### src/rtl/pwm_pkg.sv
// Shared types and helpers for the PWM generator and the PWM capture block.
package pwm_pkg;

  typedef enum logic [1:0] {IDLE, HIGH, LOW, TIMEOUT} pwm_cap_state_t;

  // Number of clk cycles in one nominal PWM period.
  function automatic int cycles_per_period(input int clk_freq, input int pwm_freq);
    return clk_freq / pwm_freq;
  endfunction

endpackage

### src/rtl/sync_edge_det.sv
// Input conditioning for pwm_capture: 2-FF synchronizer, optional glitch filter
// (PWM_CAPTURE_FILTER_EN), then registered level plus rise/fall strobes.
module sync_edge_det #(
  parameter int FILTER_LEN = 4
) (
  input  logic clk,
  input  logic rst,
  input  logic din,
  output logic level,
  output logic rise,
  output logic fall
);

  logic sync0, sync1;
  logic cond;
  logic cond_d;
  logic rise_q, fall_q;

  if (FILTER_LEN < 1) begin : g_filter_len_check
    $error("FILTER_LEN must be at least 1");
  end

  always_ff @(posedge clk or negedge rst) begin
    if (!rst) begin
      sync0 <= 1'b0;
      sync1 <= 1'b0;
    end else begin
      sync0 <= din;
      sync1 <= sync1 == sync0 ? sync1 : sync0;
    end
  end

`ifdef PWM_CAPTURE_FILTER_EN
  localparam int CW = $clog2(FILTER_LEN + 1);

  logic [CW-1:0] stable_cnt;
  logic          filt;

  // The filtered level only follows the synchronizer once it has disagreed for
  // FILTER_LEN consecutive cycles; any shorter excursion resets the count.
  always_ff @(posedge clk or negedge rst) begin
    if (!rst) begin
      stable_cnt <= '0;
      filt       <= 1'b0;
    end else if (sync1 != filt) begin
      if (stable_cnt == CW'(FILTER_LEN - 1)) begin
        filt       <= sync1;
        stable_cnt <= '0;
      end else begin
        stable_cnt <= stable_cnt + CW'(1);
      end
    end else begin
      stable_cnt <= '0;
    end
  end

  assign cond = filt;
`else
  assign cond = sync1;
`endif

  always_ff @(posedge clk or negedge rst) begin
    if (!rst) begin
      cond_d <= 1'b0;
      rise_q <= 1'b0;
      fall_q <= 1'b0;
    end else begin
      cond_d <= cond;
      rise_q <= cond & ~cond_d;
      fall_q <= ~cond & cond_d;
    end
  end

  assign level = cond_d;
  assign rise  = rise_q;
  assign fall  = fall_q;

endmodule

### src/rtl/pwm_capture.sv
// Measures period and high time of an incoming PWM signal, flags a stuck input.
// Optional glitch filter enabled by defining PWM_CAPTURE_FILTER_EN.
module pwm_capture
  import pwm_pkg::*;
#(
  parameter int CLK_FREQ    = 100_000_000,
  parameter int PWM_FREQ    = 20_000,
  parameter int TIMEOUT_CNT = 2 * cycles_per_period(CLK_FREQ, PWM_FREQ),
  parameter int WL          = $clog2(TIMEOUT_CNT + 1),
  parameter int FILTER_LEN  = 4
) (
  input  logic          clk,
  input  logic          rst,
  input  logic          i_pwm,
  output logic [WL-1:0] o_period,
  output logic [WL-1:0] o_high,
  output logic          o_valid,
  output logic          o_timeout,
  output logic          o_level
);

  localparam logic [WL-1:0] TMAX = WL'(TIMEOUT_CNT);

  logic           level, rise, fall;
  pwm_cap_state_t state, state_nxt;
  logic [WL-1:0]  per_cnt, high_cnt, high_hold;
  logic           arm, report, latch_high;

  sync_edge_det #(
    .FILTER_LEN (FILTER_LEN)
  ) u_sync_edge_det (
    .clk   (clk),
    .rst   (rst),
    .din   (i_pwm),
    .level (level),
    .rise  (rise),
    .fall  (fall)
  );

  always_ff @(posedge clk or negedge rst) begin
    if (!rst) state <= IDLE;
    else      state <= state_nxt;
  end

  // A rise always wins over the timeout check, so a period of exactly
  // TIMEOUT_CNT cycles is still reported.
  always_comb begin
    state_nxt  = state;
    arm        = 1'b0;
    report     = 1'b0;
    latch_high = 1'b0;
    case (state)
      IDLE: begin
        if (rise) begin
          state_nxt = HIGH;
          arm       = 1'b1;
        end
      end
      HIGH: begin
        if (rise) begin
          arm    = 1'b1;
          report = 1'b1;
        end else if (fall) begin
          state_nxt  = LOW;
          latch_high = 1'b1;
        end else if (per_cnt == TMAX) begin
          state_nxt = TIMEOUT;
        end
      end
      LOW: begin
        if (rise) begin
          state_nxt = HIGH;
          arm       = 1'b1;
          report    = 1'b1;
        end else if (per_cnt == TMAX) begin
          state_nxt = TIMEOUT;
        end
      end
      TIMEOUT: begin
        if (rise) begin
          state_nxt = HIGH;
          arm       = 1'b1;
        end
      end
      default: state_nxt = IDLE;
    endcase
  end

  always_ff @(posedge clk or negedge rst) begin
    if (!rst) begin
      per_cnt  <= '0;
      high_cnt <= '0;
    end else if (arm) begin
      per_cnt  <= WL'(1);
      high_cnt <= WL'(1);
    end else if (state != IDLE) begin
      if (per_cnt != TMAX)           per_cnt  <= per_cnt + WL'(1);
      if (level && high_cnt != TMAX) high_cnt <= high_cnt + WL'(1);
    end
  end

  always_ff @(posedge clk or negedge rst) begin
    if (!rst)            high_hold <= '0;
    else if (latch_high) high_hold <= high_cnt;
  end

  // A rise seen while still in HIGH means the fall was lost, so the whole
  // period counts as high time.
  always_ff @(posedge clk or negedge rst) begin
    if (!rst) begin
      o_period  <= '0;
      o_high    <= '0;
      o_valid   <= 1'b0;
      o_timeout <= 1'b0;
      o_level   <= 1'b0;
    end else begin
      o_valid   <= report;
      o_timeout <= (state_nxt == TIMEOUT);
      o_level   <= level;
      if (report) begin
        o_period <= per_cnt;
        o_high   <= (state == HIGH) ? per_cnt : high_hold;
      end
    end
  end

endmodule
### config.mk
export PLATFORM = sky130hd
export DESIGN_NAME = pwm_capture
export DESIGN_NICKNAME = d
export VERILOG_FILES = /design/src/rtl/pwm_pkg.sv /design/src/rtl/sync_edge_det.sv /design/src/rtl/pwm_capture.sv
export SDC_FILE = /design/constraint.sdc
export NUM_CORES = 1
export LEC_CHECK = 0
export ABC_AREA = 1
export BUFFER_PORTS_ARGS = -buffer_cell sky130_fd_sc_hd__buf_2
export CORE_MARGIN = 5
export CORE_UTILIZATION = 57
export CTS_CLUSTER_DIAMETER = 150
export DETAILED_ROUTE_END_ITERATION = 16
export PLACE_DENSITY = 0.74
export SLEW_MARGIN = 20
export SYNTH_ARGS = -nofsm -noshare
export SYNTH_HDL_FRONTEND = slang
export SYNTH_SLANG_ARGS = --single-unit
### constraint.sdc
create_clock -name clk -period 3.3 [get_ports clk]
set_input_delay 0.99 -clock clk [delete_from_list [all_inputs] [get_ports clk]]
set_output_delay 0.99 -clock clk [all_outputs]
set_load 0.05 [all_outputs]
After elaboration in Yosys (flattened, before gate mapping) --
Cells that the tools add are included.
Word-level totals: logic and storage cells 58, flip-flop bits (word level) 80
Cells by class: equality and inequality tests 8, add/subtract/negate cells 2, bitwise operators 4, reductions and logical operators 11, muxes and demuxes 19
Operator list (number):
- $mux 14 | 7
- $add 14x1->14 const B | 2
- $ne 14x14->1 const B | 2
- $eq 14x14->1 const B | 1
- $mux 2 | 5
- $reduce_bool 2->1 | 4
- $eq 2x2->1 const B | 3
- $mux 1 | 6
- $pmux 2 s3 | 1
- $reduce_and 2->1 | 2
- $reduce_or 2->1 | 2
- $reduce_or 4->1 | 1
- $and 1x1->1 | 2
- $eq 2x1->1 const B | 1
- $logic_not 2->1 | 1
- $not 1->1 | 2
- $eq 1x1->1 | 1
- $logic_and 1x1->1 | 1

Longest topological paths before layout --
Gate-level depths: netlist of run 1.
depth in word-level cells 6, mapped depth 12

Hierarchy --
Synthesis of run 1 repeated with hierarchy kept, for this count alone.
Unflattened totals: cells, all modules 480, area, all modules 3913.8 um2
Modules (own cells, without submodules):
- pwm_capture | times used 1, area an instance 3769.9 um2, sequential area each 1876.8 um2, cells an instance 470
- sync_edge_det | times used 1, area an instance 143.9 um2, sequential area each 125.1 um2, cells an instance 10

Worst setup path after synthesis of run 1 --
No wires, ideal clock.
path kind reg-to-output, start reg o_high[0], end out o_high[0], arrival 0.601 ns, setup slack 1.709 ns, cell stages (with the launch flop) 1, required time 2.310 ns, cell sequence dfrtp_1
RTL lines:
- from (decl) | RTL line pwm_capture.sv:16 | output logic [WL-1:0] o_high,
- from (signal assigned) | RTL line pwm_capture.sv:122 | o_high <= (state == HIGH) ? per_cnt : high_hold;
No word-level cell between the ends.

Worst setup path in the final report of run 1 --
start reg u_sync_edge_det.rise_q (netlist: u_sync_edge_det.rise), end reg high_hold[3]
On the way: word-level cells in the longest chain between the ends 2
Ends and longest elaborated chain:
- from (decl) | RTL line sync_edge_det.sv:17 | logic rise_q, fall_q;
- from (signal assigned) | RTL line sync_edge_det.sv:69 | rise_q <= cond & ~cond_d;
- $mux 1 | RTL line pwm_capture.sv:60 | if (rise) begin
- $mux 1 | RTL line pwm_capture.sv:52 | case (state)
- to (signal assigned) | RTL line pwm_capture.sv:104 | else if (latch_high) high_hold <= high_cnt;
- to (decl) | RTL line pwm_capture.sv:26 | logic [WL-1:0] per_cnt, high_cnt, high_hold;
No other way between the ends. A chain may end at the register's enable or synchronous reset.

==> results of run 1 <==
==> synthesized netlist by cell type (3+ instances only) <==
| cell type | instances | area, sq um |
|---|---|---|
| sky130_fd_sc_hd__nand3_1 | 29 | 145.1 |
| sky130_fd_sc_hd__ha_1 | 7 | 87.58 |
| sky130_fd_sc_hd__nor2_2 | 3 | 18.77 |
| sky130_fd_sc_hd__dfrtp_1 | 80 | 2002 |
| sky130_fd_sc_hd__nand2_1 | 131 | 491.7 |
| sky130_fd_sc_hd__xor2_1 | 6 | 52.55 |
| sky130_fd_sc_hd__nor3_1 | 5 | 25.02 |
| sky130_fd_sc_hd__buf_1 | 3 | 11.26 |
| sky130_fd_sc_hd__a21oi_1 | 32 | 160.2 |
| sky130_fd_sc_hd__nor2_1 | 52 | 195.2 |
| sky130_fd_sc_hd__clkbuf_1 | 9 | 33.78 |
| sky130_fd_sc_hd__nand4_1 | 16 | 100.1 |
| sky130_fd_sc_hd__inv_1 | 41 | 153.9 |
| sky130_fd_sc_hd__o21ai_0 | 50 | 250.2 |
==> state kept, by name (all words and copies together) (netlist names), 2 cells and up <==
signal	flops
state	2
high_cnt	14
o_period	14
o_high	14
high_hold	14
per_cnt	14
==> report_power, final <==
group	leakage (nW)	switching (W)	internal, W
Sequential	1.06	0.000147	0.00118
Combinational	0.872	0.000964	0.000303
Clock	0.0838	0.000343	0.000281
==> through the flow <==
stage	cell area [sq um]	hold WS (ps)	std cells	util, %	power, W
2_1_floorplan	3847	374.4	480	-	0.002293
3_3_place_gp	4064	334.1	580	60.82	0.002587
3_5_place_dp	4064	342.6	580	60.82	0.002609
4_1_cts	4224	360.3	594	63.22	0.003224
5_1_grt	4228	379.1	594	63.28	0.003433
6_report	4228	364.2	594	63.28	0.003216
==> layout make-up <==
class	count	share of cell area, %
Clock buffer	10	3.255
Clock inverter	4	0.5327
Inverter	43	3.818
Multi-Input combinational cell	341	38.09
Sequential cell	80	47.35
Tap cell	80	2.368
Timing Repair Buffer	36	4.587
==> cells by family (layout without fill, tap and decap cells) <==
| logic type | count (synthesis) | after routing |
|---|---|---|
| adders and majority gates | 7 | 7 |
| AOI/OAI and AO/OA | 86 | 86 |
| muxes | 1 | 1 |
| and+or+nand+nor | 241 | 241 |
| xor gates and xnor gates | 6 | 6 |
| buffers and inverters | 59 | 93 |
| DFF | 80 | 80 |
==> worst max path at each step <==
stage | from | end | cells past startpoint
2_1_floorplan | o_high[0]$_DFFE_PN0P_ | o_high[0] | 0
3_5_place_dp | u_sync_edge_det.rise$_DFF_PN0_ | high_hold[11]$_DFFE_PN0P_ | 5
4_1_cts | u_sync_edge_det.rise$_DFF_PN0_ | high_hold[11]$_DFFE_PN0P_ | 5
3_3_place_gp | u_sync_edge_det.rise$_DFF_PN0_ | high_hold[3]$_DFFE_PN0P_ | 5
5_1_grt | u_sync_edge_det.rise$_DFF_PN0_ | high_hold[3]$_DFFE_PN0P_ | 5
6_report | u_sync_edge_det.rise$_DFF_PN0_ | high_hold[3]$_DFFE_PN0P_ | 5
==> metal layers <==
layer / share of wire (%) / vias to the layer above / track usage, % / routed length (um)
li1: - / 1616 / - / -
met1: 45 / 1534 / 29.62 / 3931
met2: 47 / 102 / 36.80 / 4120
met3: 5.1 / 21 / 3.774 / 448
met4: 2.5 / 0 / 9.777 / 214
met5: 0 / - / 0 / 0
==> worst reg2reg max path, stage by stage, from the launching register on <==
cell	delay [ps]
sky130_fd_sc_hd__dfrtp_1	580
sky130_fd_sc_hd__inv_2	500
sky130_fd_sc_hd__nand3_1	420
sky130_fd_sc_hd__buf_4	320
sky130_fd_sc_hd__nand2_1	60
sky130_fd_sc_hd__o21ai_0	70
==> cell usage in the layout, fill, tap and decap left out <==
cell type                    netlist  layout
sky130_fd_sc_hd__and2_1            1       1
sky130_fd_sc_hd__xor2_1            6       6
sky130_fd_sc_hd__clkinv_2          0       3
sky130_fd_sc_hd__mux2_2            1       1
sky130_fd_sc_hd__o21ai_2           2       2
sky130_fd_sc_hd__dfrtp_1          80      80
sky130_fd_sc_hd__nor2_2            3       3
sky130_fd_sc_hd__nand3_1          29      29
sky130_fd_sc_hd__o31ai_1           2       2
sky130_fd_sc_hd__nand2_2           2       2
sky130_fd_sc_hd__clkinvlp_4        0       1
sky130_fd_sc_hd__inv_1            41      41
sky130_fd_sc_hd__clkbuf_8          0      10
sky130_fd_sc_hd__a21oi_1          32      32
sky130_fd_sc_hd__o21ai_0          50      50
sky130_fd_sc_hd__buf_2             2      32
sky130_fd_sc_hd__nor3_1            5       5
sky130_fd_sc_hd__nand4_1          16      16
sky130_fd_sc_hd__nor2_4            1       1
sky130_fd_sc_hd__nand3_2           1       1
sky130_fd_sc_hd__buf_6             1       1
sky130_fd_sc_hd__nor2_1           52      52
sky130_fd_sc_hd__nand2_1         131     131
sky130_fd_sc_hd__ha_1              7       7
sky130_fd_sc_hd__buf_4             1       3
sky130_fd_sc_hd__inv_2             2       2
==> results by stage, run 1 <==
Run status:
- The run finished with clean final reports.

Synth:
- Counting flops and latches in the post-synthesis netlist gives 80.
- After Yosys synthesis, full adders, half adders and majority gates account for 2.276% of the synthesized area.
- For this run, the number of Yosys warnings is 0.
- Of the synthesized area, sequential elements account for 52.03%.
- By area, the combinational part of the netlist is dominated by simple AND/OR/NAND/NOR gates.
- The unique cell type count in the Yosys netlist is 25.
- The mux share of post-synthesis cell area is 0.2927%.
- The compound-gate portion of the synthesized area is 11.51%.
- The fraction of the mapped netlist area in simple logic gates is 26.41%.
- The async set or reset register ratio after synthesis is 100.0%.
- The dominant register cell in the synthesized netlist is sky130_fd_sc_hd__dfrtp_1.
- Counting flops with a built-in enable in the synthesized netlist gives 0.
- The synthesized area per cell is 8.016 sq um.
- Synthesis handed over a netlist of 480 instances.
- The number of nets in the synthesized netlist is 490.
- The synthesized-area fraction occupied by xor and xnor cells is 1.366%.
- The summed instance area of the synthesized netlist is 3847 sq um.

Clock network:
- The count of hold buffers inserted by post-cts repair is 0.
- TritonCTS built the clock tree.
- Buffers inserted during clock tree synthesis total 9.
- The buffer depth of the longest clock path is 2.
- The clock latency of the later-clocked register in the worst-skew pair is 350 ps.
- In this run the post-CTS setup repair buffer count came out at 0.
- The cell sitting at the root of the clock tree is a sky130_fd_sc_hd__clkbuf_8.
- Gates resized during post-CTS repair numbered 0.
- The clock-pin slew on the worst setup and hold paths is 80 ps.
- The maximum level of the CTS H-tree is 3.
- The TritonCTS sink count is 80.

Setup path:
- Across all register-to-register paths, the minimum setup slack is 1230 ps.
- The depth of the worst register-to-register path is 5.
- The data arrival time of the critical path is 2290 ps.
- The worst setup path is captured at a flop.
- The start of the worst register-to-register path is u_sync_edge_det.rise$_DFF_PN0_.
- Grouping stages by cell kind, the critical path spends the most delay in buffers and inverters.
- The path type of the worst setup path is reg2reg.
- STA puts the critical path data required time at 3520 ps.
- The biggest fanout along the worst timing path is 27.
- STA classifies the critical path startpoint as a flop.
- The largest single stage delay on the critical path is 580 ps.
- Traced cell by cell, the critical path runs through inv_2 -> nand3_1 -> buf_4 -> nand2_1 -> o21ai_0.
- The number of buffers and inverters on the critical path is 2.
- The terminus of the critical flop-to-flop path is high_hold[3]$_DFFE_PN0P_.
- The slowest stage of the critical path is the sky130_fd_sc_hd__dfrtp_1 cell.

Timing:
- The upper clock frequency limit is 0.4833 GHz.
- Across the routed clock network, the largest skew measured is 8.534 ps.
- At the pin with the least slew margin, the transition time is 884.0 ps.
- The worst-case setup margin in the final layout is 1231 ps.
- In this run the tightest slew margin relative to its limit is 40.85%.
- The setup TNS is 0 ps.
- Setup violations remaining at the end of the flow were counted as 0.
- The final critical-path share of the clock period is 62.70%.
- Setup repair after global routing left no endpoint under its margin.
- The clock period minus final worst setup slack is 2069 ps.
- The total count of hold-check failures in the final report is 0.
- The max-slew violation count was 0.

Flow run:
- The number of max-cap violations is 0.

Drt:
- For this block, the via count after detailed routing is 3273.
- Dividing the detail-routed via count by the number of cells gives 5.510.
- The number of detailed-routing iterations run before antenna repair is 7.
- After detailed routing, the number of remaining DRC violations is 0.
- In this run the remaining antenna-violating nets after routing total 0.
- After detailed routing, the total wire length is 8715 um.
- The routed wire length per instance is 14.67 um.
- The number of DRC markers after the initial detailed-route iteration is 269.

Floorplan:
- The core outline area is 6681 sq um.
- In this run the horizontal extent of the chip is 92.16 um.
- Once the floorplan was initialized, standard cells occupied 57.58% of the core.
- The I/O pin count is 34.
- The die outline height is 92.16 um.
- The placement row count is 30.
- The floorplan step defined a die boundary enclosing 8493 sq um.

Cells and area:
- Of the cells placed in the final design, the portion with a size suffix greater than 1 is 12.06%.
- The final-stage net count is 521.
- The area used by sequential logic in the layout is 2002 sq um.
- The total of fill cells in the finished design is 589.
- The layout-stage area growth over the synthesis result is 9.886%.
- The repair_antennas step left the layout with diodes totalling 0.
- The area occupied by multi-input gates is 1610 sq um.

Min path:
- The worst hold path begins at u_sync_edge_det.sync0$_DFF_PN0_.
- The worst hold path was traced through 0 stages.
- The min-delay analysis places its worst path in the category reg2reg.
- The hold path endpoint is u_sync_edge_det.cond$_DFFE_PN0P_.

Place:
- During placement, the flow inserted port buffers numbering 33.
- The post-detailed-placement half-perimeter wirelength is 6176 um.
- The final RePlAce weighted congestion is 0.9175.
- The minimum setup slack after placement is 1232 ps.

GRT:
- The number of global-route vias before repair is 3256.
- The initial antenna violation count came to 0.
- Across every metal layer, demand over resource in global routing totals 22.55%.
- The first global-routing pass estimated 15350 um of wire.
- The maximum number of pins on one net before global-route repair is 81.
- The total congestion overflow after global routing is 0.

Pwr:
- The leakage power total is 2.014 nW.
- The power per cell area is 760.7 nW/um^2.
- The worst-case IR drop observed on VDD is 0.4533 mV.
No activity file was read; power rests on OpenSTA's default activity.
==> inputs of run 2 (changes only) <==
==> constraint.sdc (replaced) <==
create_clock -name clk -period 2.1 [get_ports clk]
set_input_delay 0.63 -clock clk [delete_from_list [all_inputs] [get_ports clk]]
set_output_delay 0.63 -clock clk [all_outputs]
set_load 0.05 [all_outputs]
==> results by stage, run 2 (synthesis results as in run 1) <==
GRT:
- For this run, the total global-route usage over all layers was measured as 22.08%.
- The maximum number of pins on one net before global-route repair is 81.
- The initial antenna violation count was 0.
- The total overflow left after global routing is 0.
- The number of global-route vias before repair is 3125.
- The first global-routing pass estimated 14980 um of wire.

Place:
- Detailed placement finished with a half-perimeter wire length of 6165 um.
- The final RePlAce weighted congestion is 0.9006.
- In this run, placement finished with an instance count of 585.
- Buffers placed on the I/O ports in this run total 33.

Pwr:
- In this run the power spent charging and discharging nets is 0.002347 W.
- The combinational power share is 38.8%.
- The share of total power dissipated in the clock network is 22.0%.
- VDD sags by at most 0.7249 mV.
- The design draws 0.005262 W.
- Dividing total power by cell area gives a power density of 1218 nW/um^2.
- The sequential cell fraction of total power is 39.2%.
- The leakage power total is 2.053 nW.
- The net switching share of the total power is 44.61%.
- Internal power comes to 0.002914 W.

Drt:
- After detailed routing, the number of vias per cell comes to 5.441.
- The number of DRC markers after the initial detailed-route iteration is 219.
- The post-route antenna net violation count is 0.
- The DRC violation count after routing is 0.
- Dividing the detail-routed wire length by the instance count gives 14.49 um.
- After detailed routing, the total wire length is 8708 um.
- The routed layout has 3270 vias.
- The number of detailed-routing iterations run before antenna repair is 4.

Min path:
- In this run the worst hold path is classified as in2async.

Flow run:
- Max-cap violations in this run came to 0.

Cells and area:
- The top cell types in the final layout, fill and taps aside, are sky130_fd_sc_hd__nand2_1, sky130_fd_sc_hd__dfrtp_1, sky130_fd_sc_hd__nor2_1.
- The layout-stage area growth over the synthesis result is 12.29%.
- The final-stage net count is 526.
- The number of antenna diodes is 0.
- The post-layout instance count excluding filler cells is 601.
- The total of fill cells in the finished design is 620.
- The share of layout cells above drive strength 1 is 13.44%.
- The most common cell after layout, fill and taps aside is sky130_fd_sc_hd__nand2_1.

Clock network:
- The post-cts gate resize count is 0.
- The number of buffers created by CTS is 9.
- The clock passes through at most 2 buffers.
- Buffers added to address setup during post-CTS repair amount to 0.
- The count of hold buffers inserted by post-cts repair is 0.
- The maximum level of the CTS H-tree is 3.
- Clock latency on the worst-skew pair, taken at its later pin, is 360 ps.
- TritonCTS built the clock tree.
- Counting every sink on the clock net gives 80.
- Clock tree synthesis selected as its root buffer the cell sky130_fd_sc_hd__clkbuf_8.
- After clock tree synthesis, the clock-pin slew on the worst setup and hold paths is 90 ps.

Timing:
- Final hold analysis gives a worst-case slack of 258.4 ps.
- Adding up every negative setup slack in the final design gives 0 ps.
- The transition time at the pin with the least slew margin is 603.9 ps.
- The final critical path takes up 83.33% of the cycle.
- The clock period minus final worst setup slack is 1750 ps.
- Across the routed clock network, the largest skew measured is 12.05 ps.
- The max-slew violation count is 0.
- Measured against its own limit, the worst slew margin works out to 59.74%.
- The final setup violation count is 0.
- The total count of hold-check failures in the final report was 0.
- Setup repair after global routing left no endpoint under its margin.
- Based on the critical path, the design can be clocked at up to 0.5714 GHz.

Setup path:
- By startpoint and endpoint, the worst setup path is classified as reg2reg.
- The launch point of the critical path is state[0]$_DFF_PN0_.
- The required time at the endpoint of the critical path is 2340 ps.
- The worst setup path is launched from a flop.
- Of all nets on the critical path, the largest fanout is 12.
- The type of destination of the critical path is a flop.
- In this run the critical register-to-register path is launched from state[0]$_DFF_PN0_.
- Data on the critical path arrives at its endpoint at 1990 ps.

Floorplan:
- The initialized floorplan defines 30 standard-cell rows.
- The total area inside the core boundary comes to 6681 sq um.
- The die is 92.16 um tall.
- Once the floorplan was initialized, standard cells occupied 57.58% of the core.
- The die covers 8493 sq um.
- The floorplan step set the die width to 92.16 um.
- Pin placement for this block handled 34 I/O pins.

Run status:
- The flow ran to the end, and the final reports show no timing, DRC or antenna violations.
==> run 2: cell count changes in the layout (fill, tap and decap cells not counted), moves of 2 or more <==
cell / change
sky130_fd_sc_hd__buf_4: +5
sky130_fd_sc_hd__inv_6: +2
sky130_fd_sc_hd__clkinv_2: -3
sky130_fd_sc_hd__clkinv_4: +2
==> run 2: final timing paths <==
path / slack, ps / depth (start not counted) / end
min reg2reg: 360 / 0 / u_sync_edge_det.cond$_DFFE_PN0P_
min in group clk: 360 / 0 / u_sync_edge_det.cond$_DFFE_PN0P_
min: 260 / 2 / o_high[12]$_DFFE_PN0P_
max in group asynchronous: 1470 / 2 / o_level$_DFF_PN0_
max: 350 / 8 / high_cnt[12]$_DFFE_PN0P_
max reg2reg: 350 / 8 / high_cnt[12]$_DFFE_PN0P_
==> run 2: per-layer routing <==
metal	share of wire, %	vias up	global-route usage [%]	routed length, um
met3	3.8	7	5.578	329
li1	-	1633	-	-
met5	0	-	0	0
met1	46	1564	29.83	4016
met2	49	66	36.25	4285
met4	0.88	0	4.455	77
==> run 2: final cells by class <==
type	count	area [sq um]	share of cell area (%)
clock buffer	9	123.9	2.867
clock inverter	7	80.08	1.853
inverter	43	161.4	3.736
multi-input combinational	341	1613	37.33
sequential	80	2002	46.34
tap	80	100.1	2.317
timing repair buffer	41	240.2	5.560
==> run 2: critical path, cell delays in order, from the launching register on <==
cell	delay, ps
sky130_fd_sc_hd__dfrtp_1	380
sky130_fd_sc_hd__inv_1	90
sky130_fd_sc_hd__ha_1	220
sky130_fd_sc_hd__nor2_1	130
sky130_fd_sc_hd__inv_1	60
sky130_fd_sc_hd__nor2_2	470
sky130_fd_sc_hd__nor2_4	140
sky130_fd_sc_hd__nand2_1	90
sky130_fd_sc_hd__nand2_1	60
==> run 2: metrics by stage <==
| step | setup slack (ps) | utilization (%) | instance area (sq um) |
|---|---|---|---|
| finish | 350.0 | 64.66 | 4320 |
| global route | 153.9 | 64.66 | 4320 |
| detailed placement | 108.3 | 61.57 | 4114 |
| floorplan | 601.8 | - | 3847 |
| CTS | 90.13 | 64.63 | 4318 |
| global placement | 157.1 | 61.57 | 4114 |
==> run 2: power groups by stage <==
stage / registers, W / logic [W] / clock network [W]
6_report: 0.00206 / 0.00204 / 0.00116
5_1_grt: 0.00210 / 0.00224 / 0.00127
4_1_cts: 0.00206 / 0.00205 / 0.00119
3_5_place_dp: 0.00209 / 0.00204 / 0
3_3_place_gp: 0.00208 / 0.00201 / 0
2_1_floorplan: 0.00270 / 0.000903 / 0
==> inputs of run 3 (changes only) <==
--- a/config.mk
+++ b/config.mk
@@ -8,10 +8,10 @@
 export ABC_AREA = 1
 export BUFFER_PORTS_ARGS = -buffer_cell sky130_fd_sc_hd__buf_2
 export CORE_MARGIN = 5
-export CORE_UTILIZATION = 57
+export CORE_UTILIZATION = 53
 export CTS_CLUSTER_DIAMETER = 150
 export DETAILED_ROUTE_END_ITERATION = 16
-export PLACE_DENSITY = 0.74
+export PLACE_DENSITY = 0.72
 export SLEW_MARGIN = 20
 export SYNTH_ARGS = -nofsm -noshare
 export SYNTH_HDL_FRONTEND = slang
==> constraint.sdc (replaced) <==
create_clock -name clk -period 1.5 [get_ports clk]
set_input_delay 0.45 -clock clk [delete_from_list [all_inputs] [get_ports clk]]
set_output_delay 0.45 -clock clk [all_outputs]
set_load 0.05 [all_outputs]
==> results by stage, run 3 (synthesis results as in run 1) <==
Run status:
- The run finished, with violations left.
- The final reports fail on negative setup slack.

Setup path:
- The critical path is of the reg2reg type.
- STA classifies the critical path startpoint as a flop.
- The data arrival time of the critical path is 1810 ps.
- The worst setup path is captured at a flop.
- Data on the critical path is required at its endpoint by 1730 ps.
- The depth of the worst register-to-register path is 11.
- The biggest fanout along the worst timing path is 7.

Clock network:
- The number of hold buffers added after CTS was 0.
- The number of buffers created by CTS is 9.
- TritonCTS built the clock tree.
- Clock-pin slew was measured on the worst setup and hold paths at 80 ps.
- The TritonCTS sink count is 80.
- The tree is rooted in a sky130_fd_sc_hd__clkbuf_8.
- In this run the number of H-tree levels came out at 3.
- The clock latency of the later-clocked register in the worst-skew pair is 350 ps.
- The clock passes through at most 2 buffers.

GRT:
- The total congestion overflow after global routing is 0.
- The maximum number of pins on one net before global-route repair is 42.
- The global router's overall resource usage is 22.87%.
- The number of global-route vias before repair was 3327.
- The global-route wire length before repair is 15870 um.
- The initial antenna violation count came to 0.

Drt:
- The post-route antenna net violation count is 0.
- The post-detailed-route via-to-cell ratio is 5.329.
- The routed design has 10220 um of wire.
- Dividing the detail-routed wire length by the instance count gives 15.08 um.
- The routed layout has 3613 vias.
- The first routing iteration left 174 violations.
- The number of detailed-routing iterations run before antenna repair is 6.
- In the routed design, unresolved DRC markers number 0.

Pwr:
- The sequential cell fraction of total power is 34.3%.
- The analysis attributes to net switching a power of 0.003652 W.
- Across the VDD grid, the largest voltage drop is 1.138 mV.
- Net switching is 43.54% of the power.
- The power per cell area is 1673 nW/um^2.
- In this run, the combinational gates consume 47.0% of the power.
- The leakage power total is 2.364 nW.
- The internal portion of the total power is 0.004736 W.
- The clock network accounts for 18.7% of the total power.

Timing:
- The final critical-path share of the clock period is 105.1%.
- Setup repair after global routing could not meet its margin everywhere.
- The setup TNS is -660.8 ps.
- The total count of hold-check failures in the final report is 0.
- The final setup violation count is 16.
- The transition time at the pin with the least slew margin is 290.3 ps.
- The upper clock frequency limit is 0.6343 GHz.
- The worst-case setup margin in the final layout is -76.53 ps.
- The worst setup skew after layout is 4.771 ps.
- The clock period minus final worst setup slack is 1577 ps.
- Measured against its own limit, the worst slew margin works out to 80.50%.
- The max-slew violation count is 0.

Floorplan:
- The effective utilization at floorplan is 53.62%.
- The I/O pin count is 34.
- In this run the vertical extent of the chip is 95.20 um.
- In this run the horizontal extent of the chip is 95.20 um.
- The region available for standard cell placement spans 7176 sq um.
- The placement row count is 31.
- The floorplan step defined a die boundary enclosing 9063 sq um.

Cells and area:
- The post-layout instance count excluding filler cells is 678.
- At the end of the flow, the number of nets in the layout was 584.
- Measured on the finished design, the core utilization comes to 69.89%.
- The repair_antennas step left the layout with diodes totalling 0.
- The area growth from synthesis to layout is 30.34%.
- The area occupied by multi-input gates is 1784 sq um.
- In the layout the commonest cells are sky130_fd_sc_hd__nand2_1, sky130_fd_sc_hd__dfrtp_1, sky130_fd_sc_hd__buf_4.
- Summing all flip-flop and latch instances after layout gives 2004 sq um.
- Leaving out fill and tap cells, the most frequent cell in the layout is sky130_fd_sc_hd__nand2_1.
- The share of layout cells above drive strength 1 is 29.71%.
- The total of fill cells in the finished design is 583.

Place:
- The count of input and output buffers is 33.
- Once detailed placement completed, the half-perimeter wirelength came to 7073 um.
- Routability-driven placement finished with a final weighted congestion of 0.9056.
- After detailed placement, the design holds a cell count of 653.

Min path:
- The type of the tightest min-delay check is in2async.

Flow run:
- The number of max-cap violations is 0.
-- run 3: layout make-up --
cell class | count | area share [%]
Sequential cell | 80 | 39.97
Multi-Input combinational cell | 342 | 35.58
Timing Repair Buffer | 98 | 14.75
Inverter | 43 | 3.343
Clock buffer | 9 | 2.470
Tap cell | 99 | 2.470
Clock inverter | 7 | 1.422
-- run 3: timing repair --
item | in CTS | in global routing
gates resized for setup | 10 | 64
endpoints found under the hold margin | 0 | 0
setup endpoints to repair | 50 | 67
cloned | 0 | 1
setup buffers | 3 | 5
pin swaps | 1 | 25
-- run 3: critical path: stages (launching register included) --
cell and delay, ps:
sky130_fd_sc_hd__dfrtp_1 390, sky130_fd_sc_hd__inv_2 70, sky130_fd_sc_hd__ha_2 150, sky130_fd_sc_hd__nand2_1 50, sky130_fd_sc_hd__inv_1 70, sky130_fd_sc_hd__nand2_2 60, sky130_fd_sc_hd__nor2_4 150, sky130_fd_sc_hd__nand2_2 110
sky130_fd_sc_hd__nand2_4 100, sky130_fd_sc_hd__nand2_2 110, sky130_fd_sc_hd__nand3_1 100, sky130_fd_sc_hd__o21ai_0 90
-- run 3: metal layers --
metal	vias up	share of wire [%]	GRT usage (%)
met2	106	50	37.96
met3	28	4.3	3.236
met5	-	0	0
li1	1752	-	-
met1	1727	43	30.43
met4	0	2.7	8.534
-- run 3: path summary, 6_finish.rpt --
| path | start | end | slack [ps] |
|---|---|---|---|
| worst max-delay path | per_cnt[0]$_DFFE_PN0P_ | per_cnt[1]$_DFFE_PN0P_ | -80 |
| worst min-delay path | rst | o_valid$_DFF_PN0_ | 60 |
| worst max register to register | per_cnt[0]$_DFFE_PN0P_ | per_cnt[1]$_DFFE_PN0P_ | -80 |
| worst min register to register | u_sync_edge_det.sync0$_DFF_PN0_ | u_sync_edge_det.cond$_DFFE_PN0P_ | 360 |
| max in group asynchronous | rst | u_sync_edge_det.rise$_DFF_PN0_ | 1210 |
| min in group clk | i_pwm | u_sync_edge_det.sync0$_DFF_PN0_ | 200 |
-- run 3: stage by stage --
stage	setup slack, ps	hold slack, ps	cell area (sq um)	power (W)
4_1_cts	-37.97	50.96	4787	0.007960
3_5_place_dp	-103.4	340.2	4531	0.006258
2_1_floorplan	1.757	154.4	3847	0.005045
3_3_place_gp	-9.002	336.0	4531	0.006173
5_1_grt	-177.1	61.57	5015	0.008857
6_report	-76.53	59.03	5015	0.008388
-- run 3: power groups by stage --
stage          Sequential [W]  Clock, W  Combinational, W
2_1_floorplan         0.00378         0           0.00126
3_3_place_gp          0.00288         0           0.00329
3_5_place_dp          0.00289         0           0.00337
4_1_cts               0.00286   0.00161           0.00349
5_1_grt               0.00292   0.00170           0.00424
6_report              0.00287   0.00157           0.00394
